**src/rtl/nvdla_glb_csb_arb.sv**
```systemverilog
// Two-master CSB arbiter: round-robin share of the csb2glb request port, with an
// in-order source tracker that steers each glb2csb response back to its requester.
module nvdla_glb_csb_arb #(
  parameter int TRK_DEPTH = 4
) (
  input  logic        nvdla_core_clk,
  input  logic        nvdla_core_rst,
  input  logic        host2arb_req_pvld,
  output logic        host2arb_req_prdy,
  input  logic [62:0] host2arb_req_pd,
  input  logic        flcn2arb_req_pvld,
  output logic        flcn2arb_req_prdy,
  input  logic [62:0] flcn2arb_req_pd,
  output logic        csb2glb_req_pvld,
  input  logic        csb2glb_req_prdy,
  output logic [62:0] csb2glb_req_pd,
  input  logic        glb2csb_resp_valid,
  input  logic [33:0] glb2csb_resp_pd,
  output logic        arb2host_resp_valid,
  output logic [33:0] arb2host_resp_pd,
  output logic        arb2flcn_resp_valid,
  output logic [33:0] arb2flcn_resp_pd,
  output logic        arb_unexp_resp
);

  localparam int CW = $clog2(TRK_DEPTH + 1);
  localparam int PW = (TRK_DEPTH > 1) ? $clog2(TRK_DEPTH) : 1;
  localparam logic [CW-1:0] DEPTH_C  = CW'(TRK_DEPTH);
  localparam logic [PW-1:0] PTR_LAST = PW'(TRK_DEPTH - 1);

  logic                 last_grant;
  logic [TRK_DEPTH-1:0] trk_src;
  logic [PW-1:0]        trk_wr_ptr;
  logic [PW-1:0]        trk_rd_ptr;
  logic [CW-1:0]        trk_cnt;

  logic host_needs, flcn_needs, trk_full;
  logic host_elig, flcn_elig, stage_ld;
  logic grant_host, grant_flcn, trk_push, trk_pop, head_src;

  function automatic logic [PW-1:0] ptr_inc(input logic [PW-1:0] p);
    return (p == PTR_LAST) ? '0 : p + 1'b1;
  endfunction

  // Reads and non-posted writes expect a response; posted writes do not.
  assign host_needs = !host2arb_req_pd[54] || host2arb_req_pd[55];
  assign flcn_needs = !flcn2arb_req_pd[54] || flcn2arb_req_pd[55];
  assign trk_full   = (trk_cnt == DEPTH_C);
  assign host_elig  = host2arb_req_pvld && (!host_needs || !trk_full);
  assign flcn_elig  = flcn2arb_req_pvld && (!flcn_needs || !trk_full);
  assign stage_ld   = !csb2glb_req_pvld || csb2glb_req_prdy;

  assign grant_host = !nvdla_core_rst && stage_ld && host_elig && (!flcn_elig || last_grant);
  assign grant_flcn = !nvdla_core_rst && stage_ld && flcn_elig && (!host_elig || !last_grant);
  assign host2arb_req_prdy = grant_host;
  assign flcn2arb_req_prdy = grant_flcn;

  assign trk_push = (grant_host && host_needs) || (grant_flcn && flcn_needs);
  assign trk_pop  = glb2csb_resp_valid && (trk_cnt != '0);
  assign head_src = trk_src[trk_rd_ptr];

  always_ff @(posedge nvdla_core_clk) begin
    if (nvdla_core_rst) begin
      csb2glb_req_pvld    <= 1'b0;
      csb2glb_req_pd      <= '0;
      last_grant          <= 1'b1;
      trk_src             <= '0;
      trk_wr_ptr          <= '0;
      trk_rd_ptr          <= '0;
      trk_cnt             <= '0;
      arb2host_resp_valid <= 1'b0;
      arb2host_resp_pd    <= '0;
      arb2flcn_resp_valid <= 1'b0;
      arb2flcn_resp_pd    <= '0;
      arb_unexp_resp      <= 1'b0;
    end else begin
      if (grant_host || grant_flcn) begin
        csb2glb_req_pvld <= 1'b1;
        csb2glb_req_pd   <= grant_host ? host2arb_req_pd : flcn2arb_req_pd;
        last_grant       <= grant_flcn;
      end else if (csb2glb_req_prdy) begin
        csb2glb_req_pvld <= 1'b0;
      end

      if (trk_push) begin
        trk_src[trk_wr_ptr] <= grant_flcn;
        trk_wr_ptr          <= ptr_inc(trk_wr_ptr);
      end
      if (trk_pop) trk_rd_ptr <= ptr_inc(trk_rd_ptr);

      case ({trk_push, trk_pop})
        2'b10:   trk_cnt <= trk_cnt + 1'b1;
        2'b01:   trk_cnt <= trk_cnt - 1'b1;
        default: trk_cnt <= trk_cnt;
      endcase

      arb2host_resp_valid <= trk_pop && !head_src;
      arb2flcn_resp_valid <= trk_pop && head_src;
      if (trk_pop && !head_src) arb2host_resp_pd <= glb2csb_resp_pd;
      if (trk_pop && head_src)  arb2flcn_resp_pd <= glb2csb_resp_pd;

      // Empty tracker at the response edge: drop it and latch the error.
      if (glb2csb_resp_valid && (trk_cnt == '0)) arb_unexp_resp <= 1'b1;
    end
  end

endmodule
```
**config.mk**
```make
export PLATFORM = sky130hd
export DESIGN_NAME = nvdla_glb_csb_arb
export DESIGN_NICKNAME = d
export VERILOG_FILES = /design/src/rtl/nvdla_glb_csb_arb.sv
export SDC_FILE = /design/constraint.sdc
export NUM_CORES = 1
export LEC_CHECK = 0
export ABC_AREA = 1
export CORE_MARGIN = 1
export CORE_UTILIZATION = 35
export DETAILED_ROUTE_END_ITERATION = 12
export MAX_ROUTING_LAYER = met4
export PLACE_DENSITY = 0.82
export SLEW_MARGIN = 20
export SYNTH_ARGS = -nofsm -noshare
export SYNTH_HDL_FRONTEND = slang
export SYNTH_SLANG_ARGS = --single-unit
```
**constraint.sdc**
```tcl
create_clock -name nvdla_core_clk -period 2.4 [get_ports nvdla_core_clk]
set_input_delay 0.72 -clock nvdla_core_clk [delete_from_list [all_inputs] [get_ports nvdla_core_clk]]
set_output_delay 0.72 -clock nvdla_core_clk [all_outputs]
set_load 0.01 [all_outputs]
```
==> results.cfg, run 1 <==
[clock_tree]
cts_made_buffers = 17
cts.clk_slew.worst_paths_ns = 0.06
cts_tree = done
cts_hold_buf = 0
cts_num_sinks = 147
clk_latency_ns = 0.42
h-tree-depth = 4
root_buffer = clkbuf_16
clk_path_buf_depth = 2

[floorplan]
core_um2 = 17500
io_pins = 303
rows = 48
dieArea_um2 = 18700
start_util = 0.362
die_h_um = 137
die_x_um = 137

[finish]
seq_area_um2 = 2940
design_area_um2 = 10400
syn2layout_area_growth_pct = 63.6
multi_input_area_um2 = 2860
diodes = 0
drive_gt1_frac = 0.0816
fillers = 1555
nets = 1365
utilization = 0.593

[global_route]
grt_start_max_net_pins = 77
grtUsageMet3 = 0.0452
grt_pass1_vias = 6024
grtUsageMet1 = 0.243
grt_overflow = 0
grt.total_usage = 0.211
globalRouteMet2Util = 0.356
antenna_found_initial = 0
grt_pass1_wl_um = 29700
gr-max-usage-layer = met2

[worst_setup_path]
cp.required_ns = 1.68
cp_max_fo = 2
cp_top_family = buffers and inverters
crit_chain = dlygate4sd2_1, inv_2, nand2_2, nand3_4, nand2_2, nor2_4, nand2_2, inv_2, buf_6
critPathBufInv = 4
cp_slowest_cell = dlygate4sd2_1
arrival_ns = 1.60
cp-end-kind = primary output
start_kind = primary input
cp_slowest_stage_delay_ns = 0.24
crit_type = in2out
timing.critical_path.mode_cell = nand2_2

[power_and_ir_drop]
p_leak_nw = 4.53
peakVddDrop_mv = 0.605
powerDensity_nw_per_um2 = 914

[timing]
slew_headroom = 0.507
hold_viol_final = 0
setup_violations = 0
fin_skew_ns = 0.0165
tns_ns = 0
min_period_ns = 2.32
drv_slew = 0
rsz0062_at_grt = no
fmax_mhz = 431
finalCritPeriodShare = 0.966
worst_slew_pin_slew_ns = 0.739

[synth]
ys_types = 22
synth_nets = 1058
yosysMostFrequentCell = nor2_1
synth-async-reset-ratio = 0
synth.avg_cell_area_um2 = 7.18
syn_area_um2 = 6350
yosysWarnings = 0
synthDominantCellAreaShare = 0.463
netlist_top_cells_count = nor2_1, dfxtp_1, nand2_1
synth_edf_count = 0
synthCells = 885
synth-seq-area-share = 0.463
synth_ff_type = dfxtp_1
synth_seq_cells = 147
synth_area_leaders = dfxtp_1, nand3_1, nor2_1, nand2_1, o21ai_0
synth_area_leader_cell = dfxtp_1

[detailed_routing]
wl_per_cell_um = 13.9
drt_first_iter_violations = 337
via_per_inst = 4.63
vias = 6599
first_pass_iters = 4
ant_nets = 0
drc_errors = 0
wl_um = 19900

[place]
port_buffers = 302
hpwlAfterDp_um = 14200
gp_congestion = 0.822
place_area_um2 = 9700

[status]
outcome = complete, no violations

[job]
maxCapViolations = 0

[hold_path]
hold_path.class = reg2reg
## through the flow
stage | power [mW] | hold WS (ns) | cells | setup WS, ns
floorplan | 4.94 | 0.451 | 885 | 0.0865
CTS | 9.57 | 0.462 | 1426 | 0.0296
global placement | 6.65 | 0.441 | 1392 | -0.562
global route | 10.1 | 0.480 | 1426 | 0.0225
detailed placement | 6.73 | 0.447 | 1392 | -0.574
finish | 9.50 | 0.453 | 1426 | 0.0808
## worst min-delay path: stages, from the launching register on
cell and delay, ns:
dfxtp_1 0.31, inv_1 0.05, a21oi_1 0.05
## worst paths after layout
path	start	to	slack [ns]	cells after the start
max	host2arb_req_pd[55]	host2arb_req_prdy	0.08	9
min	arb_unexp_resp	arb_unexp_resp	0.45	2
max reg2reg	trk_cnt[0]	trk_cnt[1]	0.32	12
min reg2reg	arb_unexp_resp	arb_unexp_resp	0.45	2
## state kept, by name, summed over array words and instances (netlist names)
name	count
arb2flcn_resp_pd	34
arb2flcn_resp_valid	1
arb2host_resp_pd	34
arb2host_resp_valid	1
arb_unexp_resp	1
csb2glb_req_pd	63
csb2glb_req_pvld	1
last_grant	1
trk_cnt	3
trk_rd_ptr	2
trk_src	4
trk_wr_ptr	2
## cell type report
type | instances | area share
clock buffer | 20 | 0.0439
clock inverter | 8 | 0.0147
inverter | 85 | 0.0308
multi-input combinational | 599 | 0.275
sequential | 147 | 0.283
tap | 225 | 0.0271
timing repair buffer | 342 | 0.326
## metal layers
metal  vias to the layer above  routed length [um]
li1                       3395                   -
met1                      2976                8460
met2                       192                9830
met3                        36                1010
met4                         0                 563
met5                         -                   0
## power by group
| group | total (mW) | leakage (nW) | internal [mW] | switching, mW |
|---|---|---|---|---|
| registers | 3.27 | 1.21 | 2.99 | 0.284 |
| logic | 3.45 | 3.03 | 1.79 | 1.66 |
| clock network | 2.77 | 0.291 | 1.78 | 0.994 |
| total | 9.50 | 4.53 | 6.56 | 2.94 |
## cell usage in the layout, fill, tap and decap left out, drive strengths merged, types with 12 or more instances in the layout
master,n
clkdlybuf4s50,292
nor2,152
dfxtp,147
nand2,147
nand3,140
inv,86
o21ai,77
or2,62
buf,42
clkbuf,20
a21oi,12
## cells by family (layout without fill, tap and decap cells)
family / after synthesis / after routing / share of synthesized area
compound gates: 90 / 90 / 0.0713
fa+ha+maj: 7 / 7 / 0.0150
buf+inv: 139 / 455 / 0.0957
flops: 147 / 147 / 0.463
simple gates: 502 / 502 / 0.355
## repair_timing
item	in CTS	in global routing
pin swaps	7	3
gates resized for setup	24	10
endpoints found under the setup margin	3	4
setup buffers	6	0
No activity file was read; power rests on OpenSTA's default activity.
==> inputs of run 2 (changes only) <==
- CORE_UTILIZATION: 35 -> 37
- PLACE_DENSITY: 0.82 -> 0.86
==> run 2 against run 1 <==
Net effect:
- count of clock-buffer cells in the layout shrank 1
- clock skew shrank 0.0058 ns
- non-clock buffer count grew 9
- critical endpoint is now flcn2arb_req_prdy
- sequential power is essentially flat
- largest power group unchanged
- wire length grew 2.2%
==> results.cfg, run 2 (same netlist as run 1, synthesis figures left out) <==
[global_route]
antenna_found_initial = 0
grt_overflow = 0
grt_start_max_net_pins = 80
grt_pass1_vias = 6567
grt.total_usage = 0.233
grt_pass1_wl_um = 31700

[place]
hpwlAfterDp_um = 14300
port_buffers = 302
place_area_um2 = 9690
gp_congestion = 0.834

[floorplan]
core_um2 = 16700
io_pins = 303
start_util = 0.381
die_x_um = 133
rows = 47
dieArea_um2 = 17700
die_h_um = 133

[worst_setup_path]
cp_max_fo = 2
r2r_cells = 16
arrival_ns = 1.62
cp-end-kind = primary output
crit_type = in2out
start_kind = primary input
cp.required_ns = 1.68

[finish]
nets = 1374
largest_reg_flops = 63
mostFrequentLayoutCell = clkdlybuf4s50_1
diodes = 0
drive_gt1_frac = 0.0914
layout_common_cells = clkdlybuf4s50_1, nor2_1, dfxtp_1
syn2layout_area_growth_pct = 64.5
largest_registers = csb2glb_req_pd (63), arb2flcn_resp_pd (34), arb2host_resp_pd (34)
design_area_um2 = 10500
regMostFlops = csb2glb_req_pd

[clock_tree]
h-tree-depth = 4
cts.clk_slew.worst_paths_ns = 0.07
clk_latency_ns = 0.41
root_buffer = clkbuf_16
cts_num_sinks = 147
cts_made_buffers = 17
cts_tree = done
clk_path_buf_depth = 2
cts_hold_buf = 0

[timing]
min_period_ns = 2.34
fin_skew_ns = 0.0107
worst_slew_pin_slew_ns = 0.671
hold_viol_final = 0
slew_headroom = 0.552
fmax_mhz = 428
drv_slew = 0
setup_violations = 0
finalCritPeriodShare = 0.974

[detailed_routing]
wl_per_cell_um = 14.2
ant_nets = 0
first_pass_iters = 4
wl_um = 20300
drc_errors = 0
vias = 6771
drt_first_iter_violations = 374
via_per_inst = 4.72

[job]
maxCapViolations = 0

[status]
outcome = complete, no violations

[power_and_ir_drop]
peakVddDrop_mv = 0.534
p_total_mw = 9.51
p_leak_nw = 4.58
powerDensity_nw_per_um2 = 909

[hold_path]
holdPathStages = 2
hold_path.class = reg2reg
[run 2: cell types whose count changed in the layout (fill, tap and decap cells not counted), sizes merged, moves of 2 or more]
cell	before	now
buf	42	51
clkinv	1	6
clkinvlp	2	0
inv	86	89
[run 2: critical path, cell delays in order]
cell and delay, ns:
dlygate4sd2_1 0.24, inv_2 0.05, nand2_2 0.07, nand3_4 0.08, buf_6 0.11, nand3_4 0.08
nand2_4 0.09, inv_1 0.04, buf_2 0.13
[run 2: area by class of cell]
| type | instances | area (um^2) |
|---|---|---|
| clock buffer | 19 | 443 |
| clock inverter | 13 | 173 |
| fill | 1410 | 6240 |
| inverter | 85 | 320 |
| multi-input combinational | 599 | 2860 |
| sequential | 147 | 2940 |
| tap | 220 | 275 |
| timing repair buffer | 351 | 3440 |
[run 2: worst paths after layout]
check / from / end / slack [ns]
min reg2reg: arb_unexp_resp / arb_unexp_resp / 0.46
max reg2reg: trk_cnt[0] / trk_src[3] / 0.16
max: host2arb_req_pd[55] / flcn2arb_req_prdy / 0.06
min: arb_unexp_resp / arb_unexp_resp / 0.46
[run 2: timing repair]
item | 4_1_cts | 5_1_grt
setup endpoints to repair | 3 | 7
setup buffers | 13 | 2
gates resized for setup | 23 | 14
pin swaps | 8 | 7
gates cloned | 0 | 0
[run 2: per-stage QoR]
step,instances,util,TNS (ns),setup slack (ns),hold WS [ns]
after detailed placement,1388,0.580,-22.92,-0.595,0.446
final,1434,0.626,0,0.0621,0.460
after global routing,1434,0.626,-0.0158,-0.0158,0.488
after global placement,1388,0.580,-15.98,-0.561,0.443
after floorplan,885,-,0,0.0865,0.451
after CTS,1432,0.623,0,0.0215,0.464
[run 2: power breakdown]
group	internal (mW)	switching, mW
Clock	1.69	1.06
Combinational	1.79	1.68
Sequential	2.99	0.292
Total	6.47	3.04
[run 2: metal layers]
| layer | up-vias | global-route usage | share of wire |
|---|---|---|---|
| li1 | 3413 | - | - |
| met1 | 3089 | 0.255 | 0.40 |
| met2 | 216 | 0.407 | 0.51 |
| met3 | 53 | 0.0391 | 0.050 |
| met4 | 0 | 0.117 | 0.038 |
| met5 | - | - | 0 |
==> inputs of run 3 (changes only) <==
- CORE_UTILIZATION: 37 -> 38
- CTS_BUF_LIST: default -> sky130_fd_sc_hd__clkbuf_2
- PLACE_DENSITY: 0.86 -> 0.87
==> run 3 against run 2 <==
Net effect:
- the flow now finishes with violations (negative setup slack)
- wire length decreased by 1.8%
- flip-flop and latch count unchanged
- combinational power decreased by 7.8%
- sequential share of layout area increased by 1.9 points
- cell area decreased by 4.5%
- clock skew increased by 0.030 ns
- critical path depth decreased by 2
- total power decreased by 19%
- hold slack improved by 0.0032 ns
- critical endpoint is now host2arb_req_prdy
==> results.cfg, run 3 (same netlist as run 1, synthesis figures left out) <==
[power_and_ir_drop]
p_int_mw = 4.91
p_sw_mw = 2.83
p_comb_frac = 0.414
p_clk_frac = 0.162
p_total_mw = 7.74
powerDensity_nw_per_um2 = 775
peakVddDrop_mv = 0.602
switching_share = 0.366
seqPwrFrac = 0.424
p_leak_nw = 5.18

[clock_tree]
clk_path_buf_depth = 2
cts_tree = done
cts_made_buffers = 17
cts.clk_slew.worst_paths_ns = 0.22
root_buffer = clkbuf_2
h-tree-depth = 4
cts_hold_buf = 0
cts_num_sinks = 147
clk_latency_ns = 0.68

[finish]
largest_registers = csb2glb_req_pd (63), arb2flcn_resp_pd (34), arb2host_resp_pd (34)
syn2layout_area_growth_pct = 57.2
largest_reg_flops = 63
utilization = 0.620
regMostFlops = csb2glb_req_pd
layout_common_cells = clkdlybuf4s50_1, nor2_1, nand2_1
mostFrequentLayoutCell = clkdlybuf4s50_1
nets = 1374
fin_cells = 1430
drive_gt1_frac = 0.124

[global_route]
grt_pass1_wl_um = 31200
grt.total_usage = 0.233
grt_overflow = 0
grt_pass1_vias = 6394
grt_start_max_net_pins = 77
antenna_found_initial = 1

[detailed_routing]
drc_errors = 0
via_per_inst = 4.66
vias = 6666
drt_first_iter_violations = 317
wl_per_cell_um = 13.9
ant_nets = 0
wl_um = 19900
first_pass_iters = 5

[worst_setup_path]
arrival_ns = 1.83
cp.required_ns = 1.68
cp_max_fo = 2
cp-end-kind = primary output
cp_slowest_stage_delay_ns = 0.52
cp_slowest_cell = clkdlybuf4s50_1
start_kind = primary input
crit_chain = clkdlybuf4s50_1, nand2_1, nand3_2, nand3b_1, nand2_2, inv_2, buf_6
crit_type = in2out

[timing]
worst_slew_pin_slew_ns = 0.701
hold_slack_ns = 0.463
slew_headroom = 0.533
hold_viol_final = 0
fmax_mhz = 392
finalCritPeriodShare = 1.06
min_period_ns = 2.55
tns_ns = -0.281
setup_violations = 2
setup_ws_ns = -0.154
fin_skew_ns = 0.0406
drv_slew = 0
rsz0062_at_grt = yes

[floorplan]
die_x_um = 131
dieArea_um2 = 17200
die_h_um = 131
core_um2 = 16100
rows = 46
io_pins = 303
start_util = 0.394

[status]
outcome = finished with violations
violations = negative setup slack

[place]
hpwlAfterDp_um = 14500
placed_cells = 1388
port_buffers = 302
gp_congestion = 0.880

[job]
maxCapViolations = 0

[hold_path]
hold_path.class = reg2reg
[run 3: power groups by stage]
stage	logic, mW	registers, mW	clock network (mW)
3_3_place_gp	3.36	3.29	0
3_5_place_dp	3.44	3.32	0
5_1_grt	3.54	3.35	1.42
4_1_cts	3.22	3.28	1.31
2_1_floorplan	1.40	3.53	0
6_report	3.21	3.28	1.25
[run 3: routing by layer]
| metal | GRT usage | part of all wire | vias up | routed length (um) |
|---|---|---|---|---|
| li1 | - | - | 3416 | - |
| met1 | 0.256 | 0.41 | 2996 | 8240 |
| met2 | 0.398 | 0.50 | 205 | 9980 |
| met3 | 0.0505 | 0.050 | 49 | 998 |
| met4 | 0.113 | 0.036 | 0 | 713 |
| met5 | - | 0 | - | 0 |
[run 3: repair_timing]
| action | in CTS | in global routing |
|---|---|---|
| gates resized for setup | 163 | 34 |
| endpoints found under the setup margin | 124 | 28 |
| setup buffers | 5 | 5 |
| pin swaps | 7 | 0 |
[run 3: path summary, 6_finish.rpt]
| check | to | depth (start not counted) | from | slack (ns) |
|---|---|---|---|---|
| setup / recovery | host2arb_req_prdy | 7 | flcn2arb_req_pd[54] | -0.15 |
| setup reg to reg | trk_cnt[2] | 15 | trk_cnt[1] | 0.27 |
| hold reg to reg | arb_unexp_resp | 2 | arb_unexp_resp | 0.46 |
| hold / removal | arb_unexp_resp | 2 | arb_unexp_resp | 0.46 |
[run 3: final cells by class]
cell class	count	area (um^2)
fillers	1430	6130
flip-flops and latches	147	3000
multi-input cells	599	2830
diodes	1	2.50
clock inverters	13	111
repair buffers	351	3360
clock buffers	18	90.1
well taps	216	270
inverters	85	320
[run 3: per-stage QoR]
stage / setup WS, ns / area [um^2]
after floorplan: 0.0865 / 6350
after global placement: -0.550 / 9710
after detailed placement: -0.584 / 9710
after CTS: -0.162 / 9880
after global routing: -0.240 / 9990
final: -0.154 / 9990
[run 3: worst max-delay path: cells and delay by family]
| family | cells | cell delay (ns) |
|---|---|---|
| buf+inv | 3 | 0.68 |
| simple gates | 4 | 0.44 |
